File: config.mk
export PLATFORM = sky130hd
export DESIGN_NAME = ghost_scheduler_flat
export DESIGN_NICKNAME = d
export VERILOG_FILES = /design/src/rtl/ghost_scheduler_if.sv /design/src/rtl/ghost_scheduler.sv /design/src/flat_wrapper.sv
export SDC_FILE = /design/constraint.sdc
export NUM_CORES = 1
export LEC_CHECK = 0
export CELL_PAD_IN_SITES_DETAIL_PLACEMENT = 0
export CELL_PAD_IN_SITES_GLOBAL_PLACEMENT = 1
export CORE_MARGIN = 3
export CORE_UTILIZATION = 25
export DETAILED_ROUTE_END_ITERATION = 7
export GPL_ROUTABILITY_DRIVEN = 0
export HOLD_SLACK_MARGIN = 0.03
export PLACE_DENSITY_LB_ADDON = 0.08
export RECOVER_POWER = 50
export REMOVE_ABC_BUFFERS = 1
export SETUP_SLACK_MARGIN = 0.3
export SYNTH_ARGS = -nofsm -noshare
export SYNTH_HDL_FRONTEND = slang
export SYNTH_SLANG_ARGS = --single-unit
export TNS_END_PERCENT = 5
File: constraint.sdc
create_clock -name clk -period 9.53 [get_ports clk]
set_clock_uncertainty 0.1 [all_clocks]
set_input_delay 1.906 -clock clk [delete_from_list [all_inputs] [get_ports clk]]
set_output_delay 1.906 -clock clk [all_outputs]
set_load 0.05 [all_outputs]
File: src/rtl/ghost_scheduler_if.sv
// Handshake bundle between ghost_scheduler and the score/collision and ghost datapath logic.
interface ghost_scheduler_if;
    logic        start;
    logic [13:0] score;
    logic [9:0]  y_y;
    logic        collision;
    logic        step_top;
    logic        step_bottom;
    logic        chase_top;
    logic        chase_bottom;
    logic        respawn;
    logic        face_top;
    logic        face_bottom;
    logic [1:0]  lives;
    logic        game_over;

    modport master (
        output start, score, y_y, collision,
        input  step_top, step_bottom, chase_top, chase_bottom, respawn,
               face_top, face_bottom, lives, game_over
    );

    modport slave (
        input  start, score, y_y, collision,
        output step_top, step_bottom, chase_top, chase_bottom, respawn,
               face_top, face_bottom, lives, game_over
    );
endinterface

File: src/rtl/ghost_scheduler.sv
// Ghost step/chase sequencer with spawn/hit/game-over FSM and score-scaled step period.
// Optional face animation is enabled by defining GHOST_FACE_ANIM_EN.
module ghost_scheduler #(
    parameter int BASE_PERIOD = 4600000,
    parameter int MIN_PERIOD  = 1000000,
    parameter int SCORE_STEP  = 200,
    parameter int SPLIT_Y     = 297,
    parameter int SPAWN_TICKS = 64,
    parameter int HIT_TICKS   = 128,
    parameter int LIVES       = 3,
    parameter int FACE_PERIOD = 40000000
) (
    input  logic              clk,
    input  logic              reset,
    ghost_scheduler_if.slave  bus
);

    localparam logic [2:0] S_IDLE  = 3'd0;
    localparam logic [2:0] S_SPAWN = 3'd1;
    localparam logic [2:0] S_RUN   = 3'd2;
    localparam logic [2:0] S_HIT   = 3'd3;
    localparam logic [2:0] S_OVER  = 3'd4;

    localparam int TICK_MAX = (SPAWN_TICKS > HIT_TICKS) ? SPAWN_TICKS : HIT_TICKS;
    localparam int TCNT_W   = $clog2(TICK_MAX + 1);

    logic [2:0]        state;
    logic [2:0]        state_nx;
    logic [25:0]       cnt_p0;
    logic [25:0]       period_q;
    logic [TCNT_W-1:0] tcnt;
    logic [1:0]        lives_q;
    logic              running;
    logic              tick;
    logic              respawn_q;
    logic              step_top_p1;
    logic              step_bottom_p2;
    logic              chase_top_q;
    logic              chase_bottom_q;

    // Saturating score offset, clamped so the period never drops below MIN_PERIOD.
    function automatic logic [25:0] calc_period(input logic [13:0] score);
        logic [39:0] prod;
        logic [25:0] off;
        prod = 40'(score) * 40'(SCORE_STEP);
        off  = (prod > 40'(26'h3FF_FFFF)) ? 26'h3FF_FFFF : prod[25:0];
        if (off >= 26'(BASE_PERIOD - MIN_PERIOD))
            return 26'(MIN_PERIOD);
        else
            return 26'(BASE_PERIOD) - off;
    endfunction

    assign running = (state == S_SPAWN) || (state == S_RUN) || (state == S_HIT);
    assign tick    = running && (cnt_p0 == period_q - 26'd1);

    always_comb begin
        state_nx = state;
        case (state)
            S_IDLE, S_OVER: if (bus.start) state_nx = S_SPAWN;
            S_SPAWN: if (tick && tcnt == TCNT_W'(SPAWN_TICKS - 1)) state_nx = S_RUN;
            S_RUN:   if (bus.collision) state_nx = S_HIT;
            S_HIT:   if (tick && tcnt == TCNT_W'(HIT_TICKS - 1))
                         state_nx = (lives_q == 2'd0) ? S_OVER : S_SPAWN;
            default: state_nx = S_IDLE;
        endcase
    end

    always_ff @(posedge clk or posedge reset) begin
        if (reset) begin
            state          <= S_IDLE;
            cnt_p0         <= '0;
            period_q       <= 26'(BASE_PERIOD);
            tcnt           <= '0;
            lives_q        <= 2'd0;
            respawn_q      <= 1'b0;
            step_top_p1    <= 1'b0;
            step_bottom_p2 <= 1'b0;
            chase_top_q    <= 1'b0;
            chase_bottom_q <= 1'b0;
        end else begin
            state     <= state_nx;
            respawn_q <= (state_nx == S_SPAWN) && (state != S_SPAWN);

            // Counter restarts on every state entry; period_q only changes at a wrap.
            if (state_nx != state || !running) begin
                cnt_p0 <= '0;
                tcnt   <= '0;
            end else if (tick) begin
                cnt_p0 <= '0;
                tcnt   <= tcnt + TCNT_W'(1);
            end else begin
                cnt_p0 <= cnt_p0 + 26'd1;
            end
            if (tick) period_q <= calc_period(bus.score);

            if ((state == S_IDLE || state == S_OVER) && bus.start)
                lives_q <= 2'(LIVES);
            else if (state == S_RUN && bus.collision)
                lives_q <= (lives_q == 2'd0) ? 2'd0 : lives_q - 2'd1;

            // tick -> step_top -> step_bottom; a collision cancels whatever is pending
            step_top_p1    <= (state == S_RUN) && tick && !bus.collision;
            step_bottom_p2 <= step_top_p1 && !((state == S_RUN) && bus.collision);

            chase_bottom_q <= (state == S_RUN) && (bus.y_y >= 10'(SPLIT_Y));
            chase_top_q    <= (state == S_RUN) && (bus.y_y <  10'(SPLIT_Y));
        end
    end

    assign bus.step_top     = step_top_p1;
    assign bus.step_bottom  = step_bottom_p2;
    assign bus.chase_top    = chase_top_q;
    assign bus.chase_bottom = chase_bottom_q;
    assign bus.respawn      = respawn_q;
    assign bus.lives        = lives_q;
    assign bus.game_over    = (state == S_OVER);

`ifdef GHOST_FACE_ANIM_EN
    logic [25:0] face_cnt;
    logic        phase;
    logic        face_top_q;
    logic        face_bottom_q;

    assign phase = (face_cnt >= 26'(FACE_PERIOD / 2));

    always_ff @(posedge clk or posedge reset) begin
        if (reset) begin
            face_cnt      <= '0;
            face_top_q    <= 1'b0;
            face_bottom_q <= 1'b0;
        end else begin
            face_cnt      <= (face_cnt == 26'(FACE_PERIOD - 1)) ? 26'd0 : face_cnt + 26'd1;
            face_top_q    <= phase & chase_top_q;
            face_bottom_q <= phase & chase_bottom_q;
        end
    end

    assign bus.face_top    = face_top_q;
    assign bus.face_bottom = face_bottom_q;
`else
    // Keeps FACE_PERIOD referenced when the animation is compiled out.
    logic unused_face_cfg;
    assign unused_face_cfg = ^FACE_PERIOD;
    assign bus.face_top    = 1'b0;
    assign bus.face_bottom = 1'b0;
`endif

endmodule

File: src/flat_wrapper.sv
// flat-port wrapper written by rule: the top's interface ports become plain ports
module ghost_scheduler_flat 
#(
    parameter int BASE_PERIOD = 4600000,
    parameter int MIN_PERIOD  = 1000000,
    parameter int SCORE_STEP  = 200,
    parameter int SPLIT_Y     = 297,
    parameter int SPAWN_TICKS = 64,
    parameter int HIT_TICKS   = 128,
    parameter int LIVES       = 3,
    parameter int FACE_PERIOD = 40000000
)
  (clk, reset, bus_start, bus_score, bus_y_y, bus_collision, bus_step_top, bus_step_bottom, bus_chase_top, bus_chase_bottom, bus_respawn, bus_face_top, bus_face_bottom, bus_lives, bus_game_over);
  ghost_scheduler_if bus_i ();
  input  logic clk;
  input  logic reset;
  input wire logic [$bits(bus_i.start)-1:0] bus_start;
  input wire logic [$bits(bus_i.score)-1:0] bus_score;
  input wire logic [$bits(bus_i.y_y)-1:0] bus_y_y;
  input wire logic [$bits(bus_i.collision)-1:0] bus_collision;
  output wire logic [$bits(bus_i.step_top)-1:0] bus_step_top;
  output wire logic [$bits(bus_i.step_bottom)-1:0] bus_step_bottom;
  output wire logic [$bits(bus_i.chase_top)-1:0] bus_chase_top;
  output wire logic [$bits(bus_i.chase_bottom)-1:0] bus_chase_bottom;
  output wire logic [$bits(bus_i.respawn)-1:0] bus_respawn;
  output wire logic [$bits(bus_i.face_top)-1:0] bus_face_top;
  output wire logic [$bits(bus_i.face_bottom)-1:0] bus_face_bottom;
  output wire logic [$bits(bus_i.lives)-1:0] bus_lives;
  output wire logic [$bits(bus_i.game_over)-1:0] bus_game_over;
  assign bus_i.start = bus_start;
  assign bus_i.score = bus_score;
  assign bus_i.y_y = bus_y_y;
  assign bus_i.collision = bus_collision;
  assign bus_step_top = bus_i.step_top;
  assign bus_step_bottom = bus_i.step_bottom;
  assign bus_chase_top = bus_i.chase_top;
  assign bus_chase_bottom = bus_i.chase_bottom;
  assign bus_respawn = bus_i.respawn;
  assign bus_face_top = bus_i.face_top;
  assign bus_face_bottom = bus_i.face_bottom;
  assign bus_lives = bus_i.lives;
  assign bus_game_over = bus_i.game_over;
  ghost_scheduler #(.BASE_PERIOD(BASE_PERIOD), .MIN_PERIOD(MIN_PERIOD), .SCORE_STEP(SCORE_STEP), .SPLIT_Y(SPLIT_Y), .SPAWN_TICKS(SPAWN_TICKS), .HIT_TICKS(HIT_TICKS), .LIVES(LIVES), .FACE_PERIOD(FACE_PERIOD)) u_core (.clk(clk), .reset(reset), .bus(bus_i));
endmodule
**Yosys cells after proc, flatten, opt, wreduce, memory -nomap -nowiden**

Cells that the tools add are included.
Widths: inputs -> output; s select.

- Register bits: 70
- Bits of input ports: 28
- Output and inout port bits: 10

- Add/sub/neg operators: 5
- Multiply operators: 1
- Order comparisons: 3
- Eq/ne operators: 10
- Muxes and demuxes: 14
- Reduce and logical (&&, ||, !) cells: 23

Operators with widths:

| kind | number |
|---|---|
| $mux 26 | 3 |
| $add 26x1->26 const B | 1 |
| $eq 26x26->1 | 1 |
| $sub 26x1->26 const B | 1 |
| $sub 23x22->24 const A | 1 |
| $ge 22x22->1 const B | 1 |
| $mul 14x5->19 const B | 1 |
| $mux 8 | 2 |
| $mux 3 | 5 |
| $pmux 3 s4 | 1 |
| $logic_and 1x1->1 | 11 |
| $ge 10x9->1 const B | 1 |
| $lt 10x9->1 const B | 1 |
| $add 8x1->8 const B | 1 |
| $eq 8x6->1 const B | 1 |
| $eq 8x7->1 const B | 1 |
| $eq 3x1->1 const B | 2 |
| $eq 3x2->1 const B | 2 |
| $mux 2 | 3 |
| $logic_or 1x1->1 | 4 |
| $reduce_bool 2->1 | 2 |
| $eq 3x3->1 const B | 1 |
| $logic_not 1->1 | 3 |
| $logic_not 3->1 | 1 |
| other kinds (5) | 5 |

**Depth between registers and ports, before layout**

Gate-level depths: netlist of run 1.

- Word-level depth: 10
- Mapped depth: 15
- Gate-level depth less buffers: 15

**Worst setup path before layout of run 1**

No wires, ideal clock.

- Path type: input-to-reg
- From: input port bus_score[2]
- To: register u_core.period_q[10]
- Setup time: 142 ps
- Arrival: 5,631 ps
- Path slack: 3,657 ps
- Stages on the path: 14
- Path buffers: 0
- Path through: ha_1 -> ha_1 -> inv_1 -> fa_1 -> inv_1 -> ha_1 -> nor2b_1 -> o311ai_0 -> nand2_1 -> a221o_1 -> o41ai_1 -> o21ai_0 -> o211ai_1 -> o21ai_0

- Longest elaborated chain between the ends: 3
- Elaborated cells between the ends (all ways): 4

RTL lines:

| element | line | source |
|---|---|---|
| from (decl) | flat_wrapper.sv:18 | `input wire logic [$bits(bus_i.score)-1:0] bus_score;` |
| $mul 14x5->19 (*) | ghost_scheduler.sv:45 | `prod = 40'(score) * 40'(SCORE_STEP);` |
| $sub 23x22->24 / $ge 22x22->1 (equally long branches) | ghost_scheduler.sv:50, ghost_scheduler.sv:47 |  |
| $mux 26 (*) | ghost_scheduler.sv:47 | `if (off >= 26'(BASE_PERIOD - MIN_PERIOD))` |
| to (signal assigned) | ghost_scheduler.sv:72 | `period_q <= 26'(BASE_PERIOD);` |
| to (signal assigned) | ghost_scheduler.sv:94 | `if (tick) period_q <= calc_period(bus.score);` |
| to (decl) | ghost_scheduler.sv:30 | `logic [25:0] period_q;` |

Every way passes the cells marked *; elsewhere a longest branch is shown, timed or not.
A chain may end at the register's enable or synchronous reset.

**Worst setup path after layout of run 1**

- From: input port bus_score[2]
- To: register u_core.period_q[5]

Same word-level chain as after synthesis.

==> key figures, run 1 <==
Timing
  – Fmax: 0.149 GHz
  – Max-slew violations: 65
  – Final hold violations: 0
  – Final worst path period need: about 6.7 ns
  – Slew @ Worst Pin: 3.52 ns
  – Slew margin rel.: -135%
  – Final Cycle Share: between 70 and 80%
  – Setup repair after global routing missed its margin: false
  – Setup ws final: about 2.8 ns
  – Setup TNS: 0 ns
  – Final setup viols: 0

Layout
  – Most frequent cells in the layout: nor2_1 (71), inv_1 (60), dfrtp_1 (57)
  – Layout Utilization: 29.7%
  – Share of cells above drive strength 1: about 5.2%
  – Synth-to-layout area growth: 15.6%
  – N_diodes: 0
  – Cell area after layout: about 6600 sq um
  – Commonest non-fill, non-tap cell in the layout: nor2_1
  – Final net count: between 700 and 800

Power and ir drop
  – Total power: a little over 1000 uW
  – Combinational power share: a little under two fifths
  – Switch share: 36.3%
  – Sw power: roughly 370 uW
  – PwrDens: approximately 150 nW/um^2
  – Clock power share: between 30% and 40%
  – Int Power: 643 uW
  – P_leak: about 0.0028 uW
  – Maximum vdd drop: 0.0000769 V
  – Seq pwr share: 29.6%

Clock network
  – Clk slew on worst S/H paths: approximately 0.060 ns
  – CTS max path bufs: 2
  – Cts hold-fix bufs: 0
  – Post-CTS Resized: 0
  – Clock Sinks: 64
  – Root buf cell: clkbuf_16
  – Total CTS buffers: 9
  – CTS H-Tree Depth: 3
  – Setup Fix Bufs, Post-CTS: 0
  – CTS tree: built
  – Worst skew pair latency: about 0.34 ns

Yosys
  – Top cells by area, synth: dfrtp_1 (25%), ha_1 (11%), xnor2_1 (5.9%)
  – Seq/Total Area, Yosys: between 20% and 30%
  – Post-synth EDFFs: 0
  – Top FF cell, synth: dfrtp_1
  – Synthesized instance count: 676
  – Synthesized area: around 5700 sq um
  – Synth async-reset ratio: 100%
  – Mean Syn Cell Area: 8.40 sq um
  – #FFs+latches synth: between 60 and 70
  – Netlist cell types: slightly below 70
  – Yosys top cell area share: about 25%
  – Yosys warnings: 0
  – Synth area leader: dfrtp_1

Place
  – Dpl cell area: 6280 sq um
  – Port buffer count: 35
  – Worst slack, placed: 2.36 ns
  – Post-DP HPWL: 11.7 mm

Outcome
  – Failing checks: capacitance limit, slew limit
  – Outcome: complete, but fails checks

Critical path
  – Kind of critical path: in -> reg
  – Crit start category: input port
  – Arrival time at the worst endpoint: ~6.8 ns
  – Crit end category: register
  – Worst EP required: 9.62 ns
  – Crit-path max FO: 9

Floorplanning
  – DIE AREA: about 25000 sq um
  – Die H: between 150 and 200 um
  – Core area: 22100 sq um
  – Initial Util: 25.7%
  – # rows: 54
  – Die width: approximately 160 um
  – I/O pin cnt: 38

Global route
  – Initial antenna violation count: 0
  – Number of global-route vias before repair: 4841
  – First-pass GRT wire length: 24.6 mm
  – Total track usage: between 10% and 20%
  – Grt total ovfl: 0
  – Largest net degree at the start of global routing: 65

Hold path
  – Min-delay worst type: reg -> reg

Drt
  – Initial DRC count: approximately 170
  – # DRC: 0
  – Post-route ant nets: 0
  – Vias per cell: just under 5
  – WL/cell: roughly 15 um
  – Final wirelength: ~15 mm
  – DR vias: ~4.8k
  – 1st-pass router iterations: 5

Flow run
  – Max Cap Viol: 1
==> per-stage QoR <==
step	instances	hold WS, ns
final	987	0.377
after global routing	987	0.417
after CTS	987	0.381
after detailed placement	971	0.373
after global placement	971	0.375
after floorplan	653	0.348
==> per-layer routing <==
metal	share of wire, %	up-vias	track usage [%]
li1	-	2447	-
met1	48	2250	16.6
met2	47	77	20.6
met3	2.6	15	1.24
met4	2.0	0	5.13
met5	0	-	0
==> cell type report <==
| cell class | count | area [sq um] |
|---|---|---|
| Fill cell | 2395 | 15500 |
| Sequential cell | 64 | 1610 |
| Multi-Input combinational cell | 528 | 3710 |
| Clock buffer | 10 | 229 |
| Clock inverter | 6 | 60.1 |
| Tap cell | 280 | 350 |
| Inverter | 61 | 229 |
| Timing Repair Buffer | 38 | 369 |
==> synth_stat cells (all sizes together) (5+ instances only) <==
| cell | n |
|---|---|
| dfstp | 7 |
| nand4 | 10 |
| xor2 | 37 |
| o31ai | 7 |
| dfrtp | 57 |
| inv | 61 |
| a21o | 7 |
| nand2 | 47 |
| o21ai | 38 |
| ha | 51 |
| or4 | 10 |
| xnor2 | 38 |
| nor4 | 15 |
| and3 | 8 |
| nor2b | 6 |
| buf | 10 |
| fa | 9 |
| nand2b | 6 |
| nand3 | 32 |
| nor2 | 71 |
| clkbuf | 14 |
| nor3 | 18 |
| o211ai | 5 |
| or2 | 7 |
| or3 | 10 |
| a21oi | 22 |
==> state kept, by name, summed over array words and instances (netlist names) <==
name                     flops
u_core.bus.chase_bottom      1
u_core.state                 3
u_core.bus.chase_top         1
u_core.bus.respawn           1
u_core.period_q             20
u_core.cnt_p0               26
u_core.bus.step_bottom       1
u_core.tcnt                  8
u_core.bus.step_top          1
u_core.bus.lives             2
==> logic make-up after synthesis <==
group | synth area share [%]
compound gates | 15.2
xor+xnor | 11.6
simple gates | 23.8
fa+ha+maj | 14.4
other cells | 0.0661
buf+inv | 6.28
mux | 0.353
flops | 28.4
==> final timing paths <==
| check | depth (start not counted) | endpoint | slack [ns] | from |
|---|---|---|---|---|
| min reg2reg | 1 | u_core.cnt_p0[0] | 0.38 | u_core.cnt_p0[0] |
| min in group asynchronous | 3 | u_core.cnt_p0[3] | 3.28 | reset |
| max | 15 | u_core.period_q[5] | 2.83 | bus_score[2] |
| min | 1 | u_core.cnt_p0[0] | 0.38 | u_core.cnt_p0[0] |
| max reg2reg | 9 | u_core.cnt_p0[12] | 5.13 | u_core.period_q[3] |
| max in group asynchronous | 3 | u_core.period_q[8] | 4.07 | reset |
==> power by group through the flow <==
stage / sequential (uW) / combinational (uW) / clock (uW)
floorplan: 301 / 296 / 0
global placement: 304 / 391 / 0
detailed placement: 304 / 393 / 0
CTS: 299 / 395 / 336
global route: 301 / 448 / 344
finish: 299 / 387 / 324
==> critical path: stages <==
cell and delay (ns):
clkdlybuf4s50_1 0.51, ha_1 0.34, ha_1 0.27, inv_1 0.05, fa_1 0.49, inv_1 0.04
ha_1 0.33, nor2b_1 0.16, o311ai_0 0.86, nand2_1 0.11, a221o_1 0.48, o41ai_1 0.33
o21ai_0 0.18, o211ai_1 0.53, o21ai_0 0.19
(Power assumes the default switching activity.)
==> inputs of run 2 (changes only) <==
Clock period 9.53 ns to 5.4 ns, I/O delays scaled along.
==> run 2 against run 1 <==
- the flow still finishes with violations (capacitance limit, slew limit)
- via count grew 1.8%
- clock power grew 76%
- non-clock buffer count grew 25
- worst hold slack gained 0.012 ns
- cell area grew 4.0%
- critical path depth grew 1
- die area is the same
- power grew 91%
- utilization grew 1.2 points
- sequential share of layout area shrank 0.95 points
==> key figures, run 2 (synthesized netlist as in run 1, its figures left out) <==
Floorplanning
  – DIE AREA: 24600 sq um (unchanged)
  – Initial Util: 25.7% (unchanged)
  – Core area: 22100 sq um (unchanged)
  – Die width: 157 um (unchanged)
  – Die H: 157 um (unchanged)
  – # rows: 54 (unchanged)
  – I/O pin cnt: 38 (unchanged)

Clock network
  – Clk slew on worst S/H paths: 0.05 ns (about the same)
  – Clock Sinks: 64 (unchanged)
  – Setup Fix Bufs, Post-CTS: 0 (unchanged)
  – CTS tree: built
  – CTS max path bufs: 2 (unchanged)
  – CTS H-Tree Depth: 3 (unchanged)
  – Worst skew pair latency: 0.33 ns (about the same)
  – Total CTS buffers: 9 (unchanged)
  – Root buf cell: clkbuf_16
  – Cts hold-fix bufs: 0 (unchanged)

Power and ir drop
  – PwrDens: 282 nW/um^2 (+83%)
  – P_leak: 0.00296 uW (+5.5%)
  – Maximum vdd drop: 0.000139 V (+81%)

Critical path
  – Slowest stage delay, CP: 0.50 ns (-0.36 ns)
  – Kind of critical path: in -> reg
  – Worst path bufs/invs: 4 (+1)
  – Crit path cell chain: clkdlybuf4s50_1 -> ha_1 -> ha_1 -> inv_1 -> fa_1 -> inv_1 -> ha_1 -> or2_2 -> o311ai_1 -> buf_4 -> nand2_1 -> a221o_1 -> o41ai_2 -> o21ai_1 -> o211a_2 -> a22o_1
  – CP max stage cell: fa_1
  – Worst EP required: 5.52 ns (-4.10 ns)
  – Most used cell, CP: ha_1
  – Crit start category: input port
  – Crit-path leading delay family: adder cells
  – Crit end category: register
  – R2r startpoint: u_core.period_q[3]
  – Crit-path max FO: 8 (-1)
  – Arrival time at the worst endpoint: 5.05 ns (-1.74 ns)
  – Critical Path Source: bus_score[3]

Drt
  – DR vias: 4877 (+1.8%)
  – Initial DRC count: 231 (+35%)
  – Post-route ant nets: 0 (unchanged)
  – Vias per cell: 4.82 (-0.58%)
  – WL/cell: 14.6 um (-1.2%)
  – Final wirelength: 14.7 mm (+1.2%)
  – # DRC: 0 (unchanged)
  – 1st-pass router iterations: 4 (-1)

Global route
  – Largest net degree at the start of global routing: 65 (unchanged)
  – Met1 global-route usage: 16.7% (+0.071 points)
  – First-pass GRT wire length: 25.2 mm (+2.1%)
  – Number of global-route vias before repair: 4986 (+3.0%)
  – Total track usage: 12.7% (+0.24 points)
  – Initial antenna violation count: 0 (unchanged)
  – GR Util met3: 1.24% (unchanged)
  – Global Route met2 Usage: 21.3% (+0.76 points)
  – Grt total ovfl: 0 (unchanged)
  – Gr busiest metal: met2

Layout
  – Commonest non-fill, non-tap cell in the layout: nor2_1
  – Biggest regs: u_core.cnt_p0 (26), u_core.period_q (20), u_core.tcnt (8)
  – Multi-input logic area: 3790 sq um (+2.1%)
  – Filler Cells Inserted: 2372 (-0.96%)
  – Largest register FFs: 26 (unchanged)
  – Most frequent cells in the layout: nor2_1 (71), inv_1 (60), dfrtp_1 (57)
  – N_diodes: 0 (unchanged)
  – FF+latch area: 1610 sq um (unchanged)
  – Synth-to-layout area growth: 20.2%
  – Share of cells above drive strength 1: 10.3% (+5.0 points)
  – Largest reg by FF count: u_core.cnt_p0
  – Cell area after layout: 6830 sq um (+4.0%)
  – Final net count: 815 (+3.2%)

Flow run
  – Max Cap Viol: 1 (unchanged)

Timing
  – Fmax: between 0.2 and 0.25 GHz
  – Max-slew violations: 65 (unchanged)
  – Slew @ Worst Pin: 1.66 ns (-1.86 ns)
  – Setup TNS: 0 ns (unchanged)
  – Final worst path period need: just under 5 ns
  – Final hold violations: 0 (unchanged)
  – Final setup viols: 0 (unchanged)
  – Setup repair after global routing missed its margin: true
  – Slew margin rel.: -10.5% (+120 points)
  – Final Cycle Share: about nine tenths

Place
  – Dpl cell area: 6460 sq um (+3.0%)
  – Post-DP HPWL: 11.8 mm (+0.90%)
  – Port buffer count: 35 (unchanged)

Hold path
  – Min-delay worst type: reg -> reg
  – HP Start: u_core.bus.step_top

Outcome
  – Failing checks: capacitance limit, slew limit
  – Outcome: complete, but fails checks
## run 2: changes by cell type in the layout (fill, tap and decap cells not counted), sizes merged
cell,before,now
buf,2,27
clkinvlp,2,0
clkbuf,11,12
## run 2: worst register-to-register path: cells and delay by family, from the launching register on
family,cells,cell delay (ns)
and+or+nand+nor,4,2.00
AOI/OAI and AO/OA,3,1.25
DFF,1,0.49
adders and majority gates,1,0.27
buffers and inverters,1,0.10
## run 2: routing by layer
layer,part of all wire (%),up-vias
met5,0,-
met4,2.2,0
met3,2.2,15
met2,48,65
met1,48,2305
li1,-,2492
## run 2: where the power goes
part           internal (uW)  switching [uW]  total (uW)
clock network            364             205         570
logic                    382             444         826
registers                499            30.5         530
## run 2: final timing paths
check | endpoint | slack, ns | cells past startpoint
max in group asynchronous | u_core.period_q[14] | 2.53 | 3
min | u_core.bus.step_bottom | 0.39 | 1
min in group asynchronous | u_core.bus.chase_bottom | 1.67 | 3
max | u_core.period_q[4] | 0.47 | 16
max reg2reg | u_core.tcnt[5] | 1.09 | 9
min reg2reg | u_core.bus.step_bottom | 0.39 | 1
## run 2: through the flow
step	std cells	setup WS (ns)	power (uW)	hold WS [ns]	util, %
floorplan	653	0.353	1050	0.348	-
finish	1011	0.466	1930	0.389	30.9
detailed placement	996	-0.110	1330	0.388	29.3
global placement	996	-0.0814	1330	0.372	29.3
global route	1011	0.245	2080	0.420	30.9
CTS	1011	0.315	1910	0.396	30.6
## run 2: final cells by class
class | instances | area share (%)
clock inverters | 4 | 0.660
repair buffers | 63 | 8.18
multi-input cells | 528 | 55.5
inverters | 61 | 3.35
flip-flops and latches | 64 | 23.6
well taps | 280 | 5.13
clock buffers | 11 | 3.56
## run 2: repair_timing
action	4_1_cts	5_1_grt
pin swaps	0	0
gates resized for setup	2	15
endpoints found under the setup margin	2	20
gates cloned	0	0
==> inputs of run 3 (changes only) <==
Settings changed: RECOVER_POWER 50 to 25.
==> run 3 against run 2 <==
- the flow still finishes with violations (capacitance limit, slew limit)
- worst hold slack is the same
- global-route usage is the same
- sequential power hardly changed
- clock power is essentially flat
- non-clock buffer count did not move
- cell area unchanged
- routed wire length is essentially flat
- critical endpoint unchanged
- setup slack did not move
- power about the same
- utilization unchanged
==> key figures, run 3 (synthesized netlist as in run 1, its figures left out) <==
Clock network
  – CTS H-Tree Depth: 3 (unchanged)
  – CTS tree: built
  – Worst skew pair latency: 0.33 ns (about the same)
  – Cts hold-fix bufs: 0 (unchanged)
  – CTS max path bufs: 2 (unchanged)
  – Setup Fix Bufs, Post-CTS: 0 (unchanged)
  – Total CTS buffers: 9 (unchanged)
  – Clk slew on worst S/H paths: 0.05 ns (about the same)
  – Clock Sinks: 64 (unchanged)
  – Root buf cell: clkbuf_16

Power and ir drop
  – Switch share: 35.3% (about the same)
  – Seq pwr share: 27.5% (about the same)
  – P_leak: 0.00296 uW (about the same)
  – Sw power: 680 uW (unchanged)
  – Int Power: 1250 uW (about the same)
  – Combinational power share: 42.9% (about the same)
  – Total power: 1930 uW (about the same)
  – Maximum vdd drop: 0.000139 V (unchanged)
  – Clock power share: 29.6% (about the same)
  – PwrDens: 282 nW/um^2 (about the same)

Drt
  – WL/cell: 14.6 um (about the same)
  – DR vias: 4877 (unchanged)
  – WL met1: 7.04 mm (unchanged)
  – Final wirelength: 14.7 mm (about the same)
  – Vias per cell: 4.82 (unchanged)
  – Initial DRC count: 231 (unchanged)
  – Highest metal used: met4
  – 1st-pass router iterations: 4 (unchanged)
  – Met2 routed WL: 7.06 mm (about the same)
  – # DRC: 0 (unchanged)
  – Post-route ant nets: 0 (unchanged)
  – Met3 wire length: 319 um (unchanged)

Layout
  – Commonest non-fill, non-tap cell in the layout: nor2_1
  – Multi-input logic area: 3790 sq um (unchanged)
  – Largest reg by FF count: u_core.cnt_p0
  – Filler Cells Inserted: 2372 (unchanged)
  – Share of cells above drive strength 1: 10.3% (unchanged)
  – N_diodes: 0 (unchanged)
  – Cell area after layout: 6830 sq um (unchanged)
  – FF+latch area: 1610 sq um (unchanged)
  – Final net count: 815 (unchanged)
  – Most frequent cells in the layout: nor2_1 (71), inv_1 (60), dfrtp_1 (57)
  – Biggest regs: u_core.cnt_p0 (26), u_core.period_q (20), u_core.tcnt (8)
  – Synth-to-layout area growth: 20.2% (unchanged)
  – Largest register FFs: 26 (unchanged)

Timing
  – Final worst path period need: 4.93 ns (unchanged)
  – Setup repair after global routing missed its margin: true
  – Final setup viols: 0 (unchanged)
  – Max-slew violations: 65 (unchanged)
  – Final Cycle Share: 91.4% (unchanged)
  – Slew @ Worst Pin: 1.66 ns (unchanged)
  – Final hold violations: 0 (unchanged)
  – Slew margin rel.: -10.5% (unchanged)
  – WHS: 0.389 ns (unchanged)
  – Fmax: 0.203 GHz (unchanged)

Global route
  – Total track usage: 12.7% (unchanged)
  – Initial antenna violation count: 0 (unchanged)
  – First-pass GRT wire length: 25.2 mm (unchanged)
  – Number of global-route vias before repair: 4986 (unchanged)
  – Largest net degree at the start of global routing: 65 (unchanged)
  – Grt total ovfl: 0 (unchanged)

Critical path
  – R2r setup slk: 1.09 ns (about the same)
  – Arrival time at the worst endpoint: 5.05 ns (about the same)
  – CP max stage cell: fa_1
  – R2r startpoint: u_core.period_q[3]
  – Slowest stage delay, CP: 0.50 ns (about the same)
  – Crit-path leading delay family: adder cells
  – Kind of critical path: in -> reg
  – Crit end category: register
  – Worst R2R Path Depth: 9 (unchanged)
  – Worst path depth: 16 (unchanged)
  – Crit start category: input port
  – Worst flop-to-flop path endpoint: u_core.tcnt[5]
  – Most used cell, CP: ha_1
  – Worst EP required: 5.52 ns (about the same)
  – Worst path bufs/invs: 4 (unchanged)
  – Crit path cell chain: clkdlybuf4s50_1 -> ha_1 -> ha_1 -> inv_1 -> fa_1 -> inv_1 -> ha_1 -> or2_2 -> o311ai_1 -> buf_4 -> nand2_1 -> a221o_1 -> o41ai_2 -> o21ai_1 -> o211a_2 -> a22o_1
  – Crit-path max FO: 8 (unchanged)

Flow run
  – Max Cap Viol: 1 (unchanged)

Floorplanning
  – Initial Util: 25.7% (unchanged)
  – Die width: 157 um (unchanged)
  – I/O pin cnt: 38 (unchanged)
  – # rows: 54 (unchanged)
  – Core area: 22100 sq um (unchanged)
  – DIE AREA: 24600 sq um (unchanged)
  – Die H: 157 um (unchanged)

Hold path
  – Min-Delay Path Depth: 1 (unchanged)
  – Min-delay worst type: reg -> reg
  – Worst Hold Endpoint: u_core.bus.step_bottom
  – HP Start: u_core.bus.step_top

Place
  – Dpl cell area: 6460 sq um (unchanged)
  – Port buffer count: 35 (unchanged)
  – Post-DP HPWL: 11.8 mm (unchanged)

Outcome
  – Failing checks: capacitance limit, slew limit
  – Outcome: complete, but fails checks
[run 3: changes by cell type in the layout (fill, tap and decap cells not counted)]
cell,delta
clkdlybuf4s50_1,+1
dlygate4sd3_1,-1
[run 3: how the worst max path moves through the flow]
stage                       startpoint                  end  slack, ns
after floorplan           bus_score[2]  u_core.period_q[10]       0.35
after global placement    bus_score[2]   u_core.period_q[4]      -0.08
after detailed placement  bus_score[2]   u_core.period_q[4]      -0.11
after CTS                 bus_score[2]   u_core.period_q[4]       0.31
after global routing      bus_score[2]   u_core.period_q[4]       0.25
final                     bus_score[3]   u_core.period_q[4]       0.47
[run 3: repair_timing]
action                     CTS  global route
resized for setup            2            15
setup endpoints to repair    2            20
hold endpoints to repair     0             0
[run 3: stage by stage]
stage / worst slack, ns / setup TNS (ns) / instances / utilization, %
final: 0.466 / 0 / 1011 / 30.9
after floorplan: 0.353 / 0 / 653 / -
after detailed placement: -0.110 / -0.448 / 996 / 29.3
after global routing: 0.245 / 0 / 1011 / 30.9
after CTS: 0.315 / 0 / 1011 / 30.6
after global placement: -0.0814 / -0.194 / 996 / 29.3
[run 3: final cells by class]
| type | instances | share of cell area, % |
|---|---|---|
| clock inverter | 4 | 0.660 |
| sequential | 64 | 23.6 |
| inverter | 61 | 3.35 |
| multi-input combinational | 528 | 55.5 |
| timing repair buffer | 63 | 8.18 |
| tap | 280 | 5.13 |
| clock buffer | 11 | 3.56 |
[run 3: worst register-to-register path, cell delays in order (launching register included)]
cell and delay (ns):
dfrtp_1 0.49, inv_1 0.10, ha_1 0.27, or4b_1 0.56, o311ai_0 0.58, nand4b_1 0.16, or4b_1 0.61, or4_1 0.67
o31ai_4 0.46, o21ba_1 0.21
[run 3: power by group through the flow]
stage          sequential, uW  combinational, uW  clock (uW)
6_report                  530                826         570
5_1_grt                   532                942         607
4_1_cts                   529                795         589
3_5_place_dp              538                789           0
3_3_place_gp              537                789           0
2_1_floorplan             532                523           0
[run 3: layer usage]
metal  global-route usage (%)  vias to the layer above
li1                         -                     2492
met5                        0                        -
met4                     5.13                        0
met3                     1.24                       15
met1                     16.7                     2305
met2                     21.3                       65
